**src/rtl/bbot_rc_pkg.sv**
```systemverilog
// Shared constants, state encoding and small helpers for the RC pulse decoders.
package bbot_rc_pkg;

    localparam int unsigned RC_LOW_LIMIT_PULSES  = 32'd50000;
    localparam int unsigned RC_ZERO_POINT_PULSES = 32'd75000;
    localparam int unsigned RC_RANGE_MULT        = 32'd250;
    localparam int unsigned RC_MIN_VALID_PULSES  = 32'd40000;
    localparam int unsigned RC_MAX_VALID_PULSES  = 32'd110000;
    localparam int unsigned RC_TIMEOUT_PULSES    = 32'd2200000;
    localparam int unsigned RC_PERIOD_PULSES     = 32'd1100000;
    localparam int unsigned RC_PERCENT_MAX       = 32'd200;
    localparam int unsigned RC_PERCENT_W         = 32'd8;

    localparam logic [RC_PERCENT_W-1:0] RC_PERCENT_NEUTRAL = 8'd100;
    localparam logic [RC_PERCENT_W-1:0] RC_PERCENT_SAT     = 8'd200;

    typedef enum logic [1:0] {
        WAIT_LOW  = 2'd0,
        WAIT_RISE = 2'd1,
        HIGH      = 2'd2,
        OVERLONG  = 2'd3
    } rc_state_e;

    // Saturating increment used by the free-running timeout counter.
    function automatic logic [31:0] rc_sat_inc(input logic [31:0] v, input logic [31:0] lim);
        if (v >= lim) begin
            return lim;
        end else begin
            return v + 32'd1;
        end
    endfunction

endpackage

```
**src/rtl/bbot_input_sync.sv**
```systemverilog
// Two-flop synchronizer with an edge-detect flop; ready_o marks when the
// synchronized value reflects a real sample taken after reset release.
module bbot_input_sync (
    input  logic clk_i,
    input  logic rst_i,
    input  logic async_i,
    output logic sync_o,
    output logic rise_o,
    output logic fall_o,
    output logic ready_o
);

    logic       meta_q;
    logic       sync_q;
    logic       prev_q;
    logic [1:0] fill_q;

    // Synchronizer chain plus fill tracker
    always_ff @(posedge clk_i or posedge rst_i) begin
        if (rst_i) begin
            meta_q <= 1'b0;
            sync_q <= 1'b0;
            prev_q <= 1'b0;
            fill_q <= 2'b00;
        end else begin
            meta_q <= async_i;
            sync_q <= meta_q;
            prev_q <= sync_q;
            fill_q <= {fill_q[0], 1'b1};
        end
    end

    assign sync_o  = sync_q;
    assign rise_o  = sync_q & ~prev_q;
    assign fall_o  = ~sync_q & prev_q;
    assign ready_o = fill_q[1];

endmodule

```
**src/rtl/bbot_rc_pulse_decoder.sv**
```systemverilog
// Measures one RC servo pulse width and converts it to the 0..200 percent
// scale (100 = neutral), with fail-safe neutral output on signal loss.
module bbot_rc_pulse_decoder
    import bbot_rc_pkg::*;
#(
    parameter int unsigned LOW_LIMIT  = RC_LOW_LIMIT_PULSES,
    parameter int unsigned ZERO_POINT = RC_ZERO_POINT_PULSES,
    parameter int unsigned RANGE_MULT = RC_RANGE_MULT,
    parameter int unsigned MIN_VALID  = RC_MIN_VALID_PULSES,
    parameter int unsigned MAX_VALID  = RC_MAX_VALID_PULSES,
    parameter int unsigned TIMEOUT    = RC_TIMEOUT_PULSES
) (
    input  logic                    clk,
    input  logic                    rst,
    input  logic                    rc_in,
    output logic [31:0]             pulse_width,
    output logic [RC_PERCENT_W-1:0] percent,
    output logic                    new_sample,
    output logic                    valid,
    output logic                    signal_lost,
    output logic                    bad_pulse
);

    logic sync_s, rise_s, fall_s, ready_s;

    bbot_input_sync u_sync (
        .clk_i   (clk),
        .rst_i   (rst),
        .async_i (rc_in),
        .sync_o  (sync_s),
        .rise_o  (rise_s),
        .fall_o  (fall_s),
        .ready_o (ready_s)
    );

    rc_state_e               state_q, state_d;
    logic [31:0]             cnt_q, cnt_d;
    logic [31:0]             pre_q, pre_d;
    logic [RC_PERCENT_W-1:0] acc_q, acc_d;
    logic [31:0]             to_q, to_d;
    logic [31:0]             pw_q, pw_d;
    logic [RC_PERCENT_W-1:0] pct_q, pct_d;
    logic                    ns_q, ns_d;
    logic                    valid_q, valid_d;
    logic                    lost_q, lost_d;
    logic                    bad_q, bad_d;
    logic                    accept_s;

    // Next-state, measurement and output update logic
    always_comb begin
        state_d  = state_q;
        cnt_d    = cnt_q;
        pre_d    = pre_q;
        acc_d    = acc_q;
        pw_d     = pw_q;
        pct_d    = pct_q;
        ns_d     = 1'b0;
        bad_d    = 1'b0;
        valid_d  = valid_q;
        lost_d   = lost_q;
        accept_s = 1'b0;
        to_d     = rc_sat_inc(to_q, TIMEOUT);

        case (state_q)
            WAIT_LOW: begin
                // Reset-cleared sync flops read low; only trust them once filled.
                if (ready_s && !sync_s) begin
                    state_d = WAIT_RISE;
                end else begin
                    state_d = WAIT_LOW;
                end
            end
            WAIT_RISE: begin
                if (rise_s) begin
                    cnt_d   = 32'd1;
                    pre_d   = 32'd0;
                    acc_d   = 8'd0;
                    state_d = HIGH;
                end else begin
                    state_d = WAIT_RISE;
                end
            end
            HIGH: begin
                if (fall_s) begin
                    if (cnt_q < MIN_VALID) begin
                        bad_d = 1'b1;
                    end else begin
                        accept_s = 1'b1;
                    end
                    state_d = WAIT_RISE;
                end else if (cnt_q >= MAX_VALID) begin
                    state_d = OVERLONG;
                end else begin
                    cnt_d = cnt_q + 32'd1;
                    // acc tracks floor((cnt - LOW_LIMIT) / RANGE_MULT) without a divider
                    if (cnt_q >= LOW_LIMIT) begin
                        if (pre_q == RANGE_MULT - 32'd1) begin
                            pre_d = 32'd0;
                            if (acc_q == RC_PERCENT_SAT) begin
                                acc_d = acc_q;
                            end else begin
                                acc_d = acc_q + 8'd1;
                            end
                        end else begin
                            pre_d = pre_q + 32'd1;
                        end
                    end else begin
                        pre_d = pre_q;
                    end
                end
            end
            OVERLONG: begin
                if (fall_s) begin
                    bad_d   = 1'b1;
                    state_d = WAIT_RISE;
                end else begin
                    state_d = OVERLONG;
                end
            end
            default: begin
                state_d = WAIT_LOW;
            end
        endcase

        // An accepted pulse takes priority over a timeout expiring on the same edge.
        if (accept_s) begin
            pw_d    = cnt_q;
            pct_d   = acc_q;
            ns_d    = 1'b1;
            valid_d = 1'b1;
            lost_d  = 1'b0;
            to_d    = 32'd0;
        end else if (to_q == TIMEOUT - 32'd1) begin
            pw_d    = ZERO_POINT;
            pct_d   = RC_PERCENT_NEUTRAL;
            valid_d = 1'b0;
            lost_d  = 1'b1;
        end else begin
            pw_d = pw_d;
        end
    end

    // State and output registers
    always_ff @(posedge clk or posedge rst) begin
        if (rst) begin
            state_q <= WAIT_LOW;
            cnt_q   <= 32'd0;
            pre_q   <= 32'd0;
            acc_q   <= 8'd0;
            to_q    <= 32'd0;
            pw_q    <= ZERO_POINT;
            pct_q   <= RC_PERCENT_NEUTRAL;
            ns_q    <= 1'b0;
            valid_q <= 1'b0;
            lost_q  <= 1'b0;
            bad_q   <= 1'b0;
        end else begin
            state_q <= state_d;
            cnt_q   <= cnt_d;
            pre_q   <= pre_d;
            acc_q   <= acc_d;
            to_q    <= to_d;
            pw_q    <= pw_d;
            pct_q   <= pct_d;
            ns_q    <= ns_d;
            valid_q <= valid_d;
            lost_q  <= lost_d;
            bad_q   <= bad_d;
        end
    end

    assign pulse_width = pw_q;
    assign percent     = pct_q;
    assign new_sample  = ns_q;
    assign valid       = valid_q;
    assign signal_lost = lost_q;
    assign bad_pulse   = bad_q;

endmodule
```
**config.mk**
```make
export PLATFORM = sky130hd
export DESIGN_NAME = bbot_rc_pulse_decoder
export DESIGN_NICKNAME = d
export VERILOG_FILES = /design/src/rtl/bbot_rc_pkg.sv /design/src/rtl/bbot_input_sync.sv /design/src/rtl/bbot_rc_pulse_decoder.sv
export SDC_FILE = /design/constraint.sdc
export NUM_CORES = 1
export LEC_CHECK = 0
export CORE_ASPECT_RATIO = 0.75
export CORE_UTILIZATION = 50
export CTS_CLUSTER_DIAMETER = 40
export CTS_CLUSTER_SIZE = 10
export DETAILED_ROUTE_END_ITERATION = 16
export GPL_TIMING_DRIVEN = 0
export PLACE_DENSITY = 0.69
export SETUP_SLACK_MARGIN = 0.05
export SYNTH_ARGS = -nofsm -noshare
export SYNTH_HDL_FRONTEND = slang
export SYNTH_HIERARCHICAL = 1
export SYNTH_SLANG_ARGS = --single-unit
export TNS_END_PERCENT = 1
```
**constraint.sdc**
```tcl
create_clock -name clk -period 6.4 [get_ports clk]
set_input_delay 0.64 -clock clk [delete_from_list [all_inputs] [get_ports clk]]
set_output_delay 0.64 -clock clk [all_outputs]
set_load 0.05 [all_outputs]
```
# Word level (Yosys, flattened, before mapping)
# Cells that the tools add are included.
# word_totals
regBits,155
inputBits,3
output_inout_bits,44
wordCells,89
# classes
n_addsub,4
n_lt_le_gt_ge,4
n_eq_ne,13
muxes,41
n_bitwise,4
n_reduce_logical,8
# ops
operator,n
$mux 32,12
$pmux 32 s2,2
$add 32x1->32 const B,3
$mux 8,8
$eq 32x22->1 const B,1
$eq 32x8->1 const B,1
$ge 32x16->1 const B,1
$ge 32x17->1 const B,1
$ge 32x22->1 const B,1
$lt 32x16->1 const B,1
$pmux 8 s2,1
$mux 1,12
$ne 2x2->1 const B,6
$add 8x1->8 const B,1
$eq 8x8->1 const B,1
$mux 2,4
$pmux 2 s4,1
$reduce_and 7->1,1
$reduce_and 5->1,1
$eq 2x2->1 const B,2
$reduce_and 4->1,1
$reduce_bool 2->1,2
$ne 3x3->1 const B,1
$and 1x1->1,2
6 further kinds,7

# Depth between registers and ports, before layout
# Gate-level depths: netlist (run 1).
# depth
depth_word,7
mapped_depth,10

# Modules after synthesis
# The synthesis (run 1) kept the hierarchy.
# by_module_without_submodules
mod,instances,cells_each,area_per_inst_um2,seq_area_each_um2
bbot_rc_pulse_decoder,1,734,7310.8,3767.4
bbot_input_sync,1,9,147.6,125.1

# Least setup slack after synthesis (run 1)
# OpenSTA, ideal clock, no wires.
# synth_path
path_kind,reg2reg
from,register state_q[0]
to,register pre_q[31]
arrival_time_ps,2066
t_required_ps,6324
slack_ps,4258
path_stages_with_launch,9
path_buffers,2
period_less_slack_ps,2142
path_cell_list,dfrtp_1 -> inv_1 -> ha_1 -> clkbuf_1 -> mux2i_1 -> or4_1 -> buf_2 -> or3_1 -> o21ai_1
# synth_via
elab_chain_len,3
# synth_lines
element,line_no,text
from (decl),bbot_rc_pulse_decoder.sv:36,"rc_state_e state_q, state_d;"
from (signal assigned),bbot_rc_pulse_decoder.sv:158,state_q <= state_d;
$eq 2x2->1 or $eq 2x1->1 (tied branches),bbot_rc_pulse_decoder.sv:64,case (state_q)
$ne 2x2->1 (no source line) or $reduce_bool 2->1 (tied branches),--,
$reduce_and 5->1 (no source line),--,
to (signal assigned),bbot_rc_pulse_decoder.sv:160,pre_q <= pre_d;
to (decl),bbot_rc_pulse_decoder.sv:38,"logic [31:0] pre_q, pre_d;"
# Parallel ways exist; a longest one is shown, timed or not.
# A chain may end at the register's enable or synchronous reset.

# Worst setup path in the final report (run 1)
# layout_path
from,register state_q[0]
to,register pre_q[21]
# Same word-level chain as after synthesis.

==> run summary, run 1 <==
Area share of the leading cell type in the synthesized netlist: 0.4831. Dominant cell type by count on the critical path: sky130_fd_sc_hd__clkbuf_1. The worst register-to-register path ends at pre_q[21]$_DFFE_PP0P_. Pin placement for this block handled 47 I/O pins.

For the weighted congestion at the end of routability-driven global placement, the log shows 0.8810. The largest area contributor in the synthesized netlist is sky130_fd_sc_hd__dfrtp_1. The worst reg-to-reg setup slack was 3.53 ns. Cell class contributing the biggest share of worst-path delay: buffers and inverters. Synthesis handed over a netlist of 743 instances.

Detailed routing inserted a total of 6197 vias. Fraction of layout instances using a drive strength above 1: 0.09157. For this block, the routed nets add up to 18690 microns of wire. The count of nets left with antenna violations once routing finished came out at 0. For the number of endpoints with negative hold slack in the final report, the log shows 0.

Setup repair after global routing left no endpoint under its margin. The post-synthesis instance area was 7458 sq um. The logs give 0.2147 for the tightest slew margin relative to the limit and 5800 for the via count of the first global-routing pass. Among all flip-flop cells after synthesis, the most frequent one is sky130_fd_sc_hd__dfrtp_1.

The global-route wire length before repair is 30640 microns. Counting cells, the worst reg-to-reg path comes to 10. During placement, the flow inserted port buffers numbering 46. The slowest cell on the critical path was sky130_fd_sc_hd__mux2i_1.

For this run the aggregate overflow at the end of global routing stands at 0. The critical path contains buffers and inverters numbering 4 combined. Leakage power of the design: 3.690 nW. TritonCTS built the clock tree. The tools report the DRC violations left as 0. Class of the most critical setup path: reg2reg. The yosys synthesis warning count is 6, and the highest fanout seen on the critical path is 10. For the worst-skew pair later-pin latency, the log shows 0.43 ns. For the number of buffers inserted by post-CTS setup repair, the log shows 0. Total clock buffers created by CTS: 17.

The run gives 999 as the cell total after placement. STA classifies the critical path endpoint as a register. The synthesis-to-layout area growth is 18.40%. The worst setup path is launched from a register.

The launch instance of the worst min-delay path is u_sync/meta_q$_DFF_PP0_. Using the TritonRoute via totals, the vias-per-cell ratio works out to 6.017. Worst clock skew on the final layout: 0.009752 ns. Count of different cell masters after synthesis: 61. The end point of the worst hold path is u_sync/sync_o$_DFF_PP0_. The commonest cells after synthesis are sky130_fd_sc_hd__dfrtp_1 (144), sky130_fd_sc_hd__nor2_1 (56), sky130_fd_sc_hd__nand2_1 (50), sky130_fd_sc_hd__o21ai_0 (45), sky130_fd_sc_hd__nand3_1 (44). The sequential cells in the finished layout cover a total of 3892 sq um. Data on the critical path arrives at its endpoint at 3.20 ns. In this run the power density over the cells is 236.8 nW/um^2. For this block, the initial DRC count from the detailed router was 665.

Max-cap violations in this run came to 0. Yosys mapped a number of flops with a built-in enable equal to 0. The tools report the total of fill cells in the finished design as 1210. The run gives 0 ns as the total negative setup slack. The run gives 6.73 ns as the worst path required time. Timing analysis after detailed placement gives a worst setup slack of 3.623 ns.

The startpoint identified for the worst register-to-register timing path is state_q[0]$_DFFE_PP0P_. For the quantity of hold-fixing buffers added after cts, the log shows 0. The most critical setup path has its startpoint at state_q[0]$_DFFE_PP0P_. The floorplan step defined a core boundary enclosing 14500 sq um. The run gives 0 as the count of final max-slew check failures. The total number of placement rows was 38; the initial antenna violation count was 0.

After clock tree synthesis, the clock-pin slew on the worst setup and hold paths is 0.06 ns. After synthesis the netlist holds a flip-flop and latch count of 155. The critical path goes through inv_1, ha_1, clkbuf_1, mux2i_1, or2_2, clkbuf_1, o31a_1, clkbuf_2, o21ai_0, o31ai_1. For this run, the slowest stage of the critical path takes 0.56 ns. In this run the vertical extent of the chip is 107.8 microns. Static timing analysis puts the maximum clock frequency at 348.4 MHz. Worst-case clock buffer depth: 2. For this design, the sink count on the clock tree is 155. The final net count is 833. Most common cell in the synthesized netlist: sky130_fd_sc_hd__dfrtp_1. The worst hold path belongs to the class reg2reg.

After detailed routing, the average wire length per cell comes to 18.15 microns. The pre-antenna-repair detailed-routing pass consisted of 5 iterations. For the total routing resource utilization after global routing, the log shows 0.2607. The final critical-path required period was 2.871 ns; the worst IR drop on VDD was 0.0001839 V. The run finished with clean final reports. The post-cts repair resize count is 0, and the average footprint of a synthesized cell is 10.04 sq um. For the area taken by multi-input logic gates, the log shows 3302 sq um. Clock tree synthesis selected as its root buffer the cell sky130_fd_sc_hd__clkbuf_16. In the post-route analysis, the smallest setup slack over all paths is 3.529 ns.

Power comes to 2.091 mW. Excluding fillers, the count of instances in the completed layout stands at 1030. For the setup violation total in the final timing report, the log shows 0. The share of the core filled with cells in the final layout was 0.6090; the floorplan die width was 143.0 microns.

The estimated wirelength of the detail-placed design was 12870 microns; the number of cells on the worst hold path was 0. The slew of the pin with the lowest slew margin was 1.167 ns; the period utilization was 0.4485. The register area share after synthesis is 0.5219, and the starting density of the core is 0.5143. By area the synthesized netlist is led by sky130_fd_sc_hd__dfrtp_1 (48%), sky130_fd_sc_hd__dfstp_2 (3.9%), sky130_fd_sc_hd__a22o_1 (3.5%).

The die covers 15410 sq um. The repair_antennas step left the layout with diodes totalling 0. Entering global routing, the biggest net connects 104 pins.

In this run the number of H-tree levels came out at 4. Async set-reset flop share out of synthesis: 1.000.
==> where the power goes <==
part,total (mW),internal (mW),leakage [nW],switching (mW)
combinational,0.0677,0.0144,1.37,0.0532
clock,1.03,0.616,0.273,0.418
sequential,0.990,0.986,2.05,0.00327
==> worst max-delay path by stage <==
| stage | endpoint | cells past startpoint |
|---|---|---|
| after global placement | cnt_q[25]$_DFFE_PP0P_ | 2 |
| final | pre_q[21]$_DFFE_PP0P_ | 10 |
| after CTS | pre_q[21]$_DFFE_PP0P_ | 10 |
| after global routing | pre_q[23]$_DFFE_PP0P_ | 10 |
| after floorplan | acc_q[0]$_DFFE_PP0P_ | 1 |
| after detailed placement | pre_q[21]$_DFFE_PP0P_ | 10 |
==> cells in the final DEF (no fill, tap or decap), types with 4 or more instances in the layout <==
cell                                n
sky130_fd_sc_hd__a22o_1            30
sky130_fd_sc_hd__or3_1              8
sky130_fd_sc_hd__o21ai_1            4
sky130_fd_sc_hd__clkbuf_16         17
sky130_fd_sc_hd__o21ai_0           45
sky130_fd_sc_hd__inv_1             25
sky130_fd_sc_hd__nand2b_1           8
sky130_fd_sc_hd__and4_1             5
sky130_fd_sc_hd__dfstp_2           11
sky130_fd_sc_hd__o22a_1             8
sky130_fd_sc_hd__nand2_1           50
sky130_fd_sc_hd__and2_1            17
sky130_fd_sc_hd__a21oi_1           34
sky130_fd_sc_hd__or4_1              8
sky130_fd_sc_hd__o211ai_1           8
sky130_fd_sc_hd__clkbuf_1          28
sky130_fd_sc_hd__nand3_1           44
sky130_fd_sc_hd__inv_6              5
sky130_fd_sc_hd__o31ai_1           23
sky130_fd_sc_hd__xnor2_1           10
sky130_fd_sc_hd__ha_1              12
sky130_fd_sc_hd__clkinvlp_4         5
sky130_fd_sc_hd__nor2_1            56
sky130_fd_sc_hd__nor4_2             5
sky130_fd_sc_hd__conb_1            11
sky130_fd_sc_hd__nand4_1           25
sky130_fd_sc_hd__nor3_1             9
sky130_fd_sc_hd__clkdlybuf4s50_1   46
sky130_fd_sc_hd__dfrtp_1          144
sky130_fd_sc_hd__a21o_1             4
sky130_fd_sc_hd__nor4_1            16
sky130_fd_sc_hd__xor2_1            13
sky130_fd_sc_hd__a31oi_1           13
sky130_fd_sc_hd__buf_2             15
sky130_fd_sc_hd__and3_1            10
sky130_fd_sc_hd__nor2b_1           12
==> state kept, by name, summed over array words and instances, names as in the netlist <==
register       count
pulse_width       32
u_sync/prev_q      1
pre_q             32
u_sync/fill_q      2
to_q              32
u_sync/meta_q      1
percent            8
acc_q              8
signal_lost        1
state_q            2
u_sync/sync_o      1
bad_pulse          1
cnt_q             32
valid              1
new_sample         1
==> cell families after synthesis <==
family / count (synthesis) / share of synthesized area
compound gates: 193 / 0.1798
xor+xnor: 23 / 0.02701
fa+ha+maj: 12 / 0.02013
buf+inv: 70 / 0.03992
flops: 155 / 0.5219
mux: 2 / 0.002684
other cells: 2 / 0.001007
simple gates: 286 / 0.2075
==> cell type report <==
class / instances / share of cell area
flip-flops and latches: 155 / 0.4408
multi-input cells: 527 / 0.3739
repair buffers: 47 / 0.05526
clock buffers: 19 / 0.04902
well taps: 200 / 0.02834
plain buffers: 44 / 0.02267
clock inverters: 12 / 0.01842
inverters: 26 / 0.01162
==> metrics by stage <==
stage	hold slack (ns)	area (sq um)
2_1_floorplan	0.3312	7492
5_1_grt	0.3602	8831
3_5_place_dp	0.3490	8235
3_3_place_gp	0.3358	8203
4_1_cts	0.3603	8831
6_report	0.3583	8831
==> metal layers <==
layer | global-route usage | wire, microns
met5 | 0 | 0
met4 | 0.06759 | 170
met3 | 0.07696 | 1344
met2 | 0.3617 | 8079
met1 | 0.3912 | 9097
(Power assumes the default switching activity.)
==> run 2, diff against run 1 <==
PLACE_DENSITY = 0.72   (was 0.69)
clock period = 2.61 ns   (was 6.4 ns; I/O delays follow)
==> run summary, run 2 (synthesized netlist as in run 1, its figures left out) <==
The flow ran to the end, and the final reports show no timing, DRC or antenna violations. Along the worst path, the maximum fanout reaches 10. The total clock buffers created by CTS was 17; the number of endpoints with negative hold slack in the final report was 0. Setup repair after global routing could not meet its margin everywhere.

Between clock sinks in the finished design, the worst skew comes to 0.01157 ns. In the final layout, the multi-input gates occupy 3403 sq um. The slack of the critical path was 0.06758 ns; the y dimension of the die was 107.8 microns. The number of diodes was 0; the overall die area was 15410 sq um. Clock slew seen by the registers of the worst setup and hold paths: 0.07 ns. Walking the worst path, the cells encountered are clkbuf_1, nor4_1, nand4_1, o21ai_2, clkbuf_2, a21oi_1, o21ai_0, o31ai_1.

For this design the static power due to leakage is 3.753 nW. The via count of the first global-routing pass was 5902; the DRC violations left was 0. The floorplan step defined a core boundary enclosing 14500 sq um. The first global-routing pass estimated 30730 microns of wire. The tools report the critical path launch point as pre_q[21]$_DFFE_PP0P_. Share of the core filled with cells in the final layout: 0.6166.

After filler insertion, the fill cell instance count of the layout stands at 1201. The tools report the starting density of the core as 0.5143. Entering global routing, the biggest net connects 46 pins. The worst register-to-register path begins at pre_q[21]$_DFFE_PP0P_. The clock passes through at most 2 buffers.

In this run the remaining antenna-violating nets after routing total 0. The routed length per placed instance was 18.24 microns; the worst IR drop on VDD was 0.0004734 V. The tools report the pre-CTS setup slack as -0.1727 ns. The library cell used most frequently in the layout, excluding fill and tap cells, is sky130_fd_sc_hd__dfrtp_1. Clock tree synthesis selected as its root buffer the cell sky130_fd_sc_hd__clkbuf_16. The fraction of layout instances using a drive strength above 1 is 0.1116.

The H-tree depth was 4. Class of the most critical setup path: reg2reg. In this run the core area contains 38 standard-cell rows.

The logs give 1033 for the final non-filler cell total and 0.4897 for the tightest slew margin relative to the limit. Across the run, the number of max-cap violations was 0. In the layout the commonest cells are sky130_fd_sc_hd__dfrtp_1 (144), sky130_fd_sc_hd__nor2_1 (56), sky130_fd_sc_hd__nand2_1 (50).

From synthesis to final layout, the design area changed by 19.88%. The total routing resource utilization after global routing was 0.2632; the worst-skew pair later-pin latency was 0.44 ns. The final net count is 835, and the final critical-path required period is 2.542 ns.

Setup violations remaining at the end of the flow were counted as 0. The slew of the pin with the lowest slew margin was 0.7635 ns. Period utilization: 0.9741. The remaining global-route overflow was 0; the cell total after placement was 1001. Violation count after the first detailed-routing iteration: 620. TritonCTS built the clock tree. The number of sinks handled by clock tree synthesis was 155; the data arrival time of the worst path was 2.85 ns.

For the total iterations of the first detailed-routing run, the log shows 5. The slowest cell on the critical path is sky130_fd_sc_hd__o21ai_2. Startpoint type of the worst setup path: a register.

The worst setup path is captured at a register. The total power consumption of the routed design came out at 4.952 mW. The estimated wirelength of the detail-placed design was 13060 microns; the cell area power density was 553.8 nW/um^2. The achievable clock frequency was 393.3 MHz; the top-level I/O count was 47. The count of final max-slew check failures was 0; the peak per-stage delay on the critical path was 0.48 ns. The routed layout has 6267 vias. The floorplan die width is 143.0 microns. Post-detailed-route via-to-cell ratio: 6.067. The routed wire length is 18850 microns, and the initial antenna violation count is 0.

The run gives 3892 sq um as the flip-flop and latch area. At the end of routability-driven placement, the weighted congestion stood at 0.9060. Port buffering added 46 buffers. The tightest min-delay check is of the in2async type. Buffers inserted to repair hold after CTS numbered 0. STA puts the critical path data required time at 2.92 ns.
-- run 2: cell count changes in the layout (fill, tap and decap cells not counted), sizes merged --
| cell | previous run | this run |
|---|---|---|
| buf | 18 | 22 |
| bufinv | 3 | 0 |
| clkbuf | 46 | 45 |
| clkinv | 0 | 4 |
| clkinvlp | 5 | 3 |
| inv | 30 | 31 |
-- run 2: final cells by class --
cell class,instances,area share
multi-input combinational,527,0.3806
timing repair buffer,51,0.05989
buffer,42,0.02239
tap,200,0.02799
inverter,26,0.01133
sequential,155,0.4353
clock buffer,20,0.05108
clock inverter,12,0.01133
-- run 2: report_power, final --
group	internal, mW	leakage (nW)	switching (mW)
combinational	0.0427	1.43	0.134
sequential	2.42	2.05	0.00775
clock	1.29	0.270	1.06
-- run 2: per-stage QoR --
step / cell area [sq um] / hold slack [ns] / setup TNS [ns]
CTS: 8855 / 0.09830 / 0
global route: 8941 / 0.1321 / -0.08447
finish: 8941 / 0.09928 / 0
global placement: 8207 / 0.3364 / -104.52
detailed placement: 8267 / 0.3465 / -2.747
floorplan: 7496 / 0.03952 / 0
-- run 2: path summary, 6_finish.rpt --
check	end	slack (ns)	cells after the start
min in group clk	u_sync/meta_q$_DFF_PP0_	0.28	1
setup / recovery	pre_q[28]$_DFFE_PP0P_	0.07	8
hold reg to reg	u_sync/fill_q[1]$_DFF_PP0_	0.36	0
hold / removal	u_sync/sync_o$_DFF_PP0_	0.1	2
max in group asynchronous	pulse_width[3]$_DFFE_PP1P_	1.37	4
setup reg to reg	pre_q[28]$_DFFE_PP0P_	0.07	8
-- run 2: metal layers --
layer,global-route usage,vias up,part of all wire
li1,-,2873,-
met1,0.3921,3135,0.49
met2,0.3554,224,0.41
met3,0.08007,35,0.075
met4,0.09524,0,0.018
met5,0,-,0
-- run 2: what timing repair did --
| item | in CTS | in global routing |
|---|---|---|
| setup endpoints to repair | 50 | 99 |
| gates resized for setup | 5 | 18 |
| pin swaps | 1 | 4 |
| setup buffers | 2 | 0 |
-- run 2: worst max-delay path, delay by kind of cell (launching register included) --
family,cells,cell delay (ns)
DFF,1,0.36
buffers and inverters,2,0.59
and+or+nand+nor,2,0.54
AOI/OAI and AO/OA,4,0.92
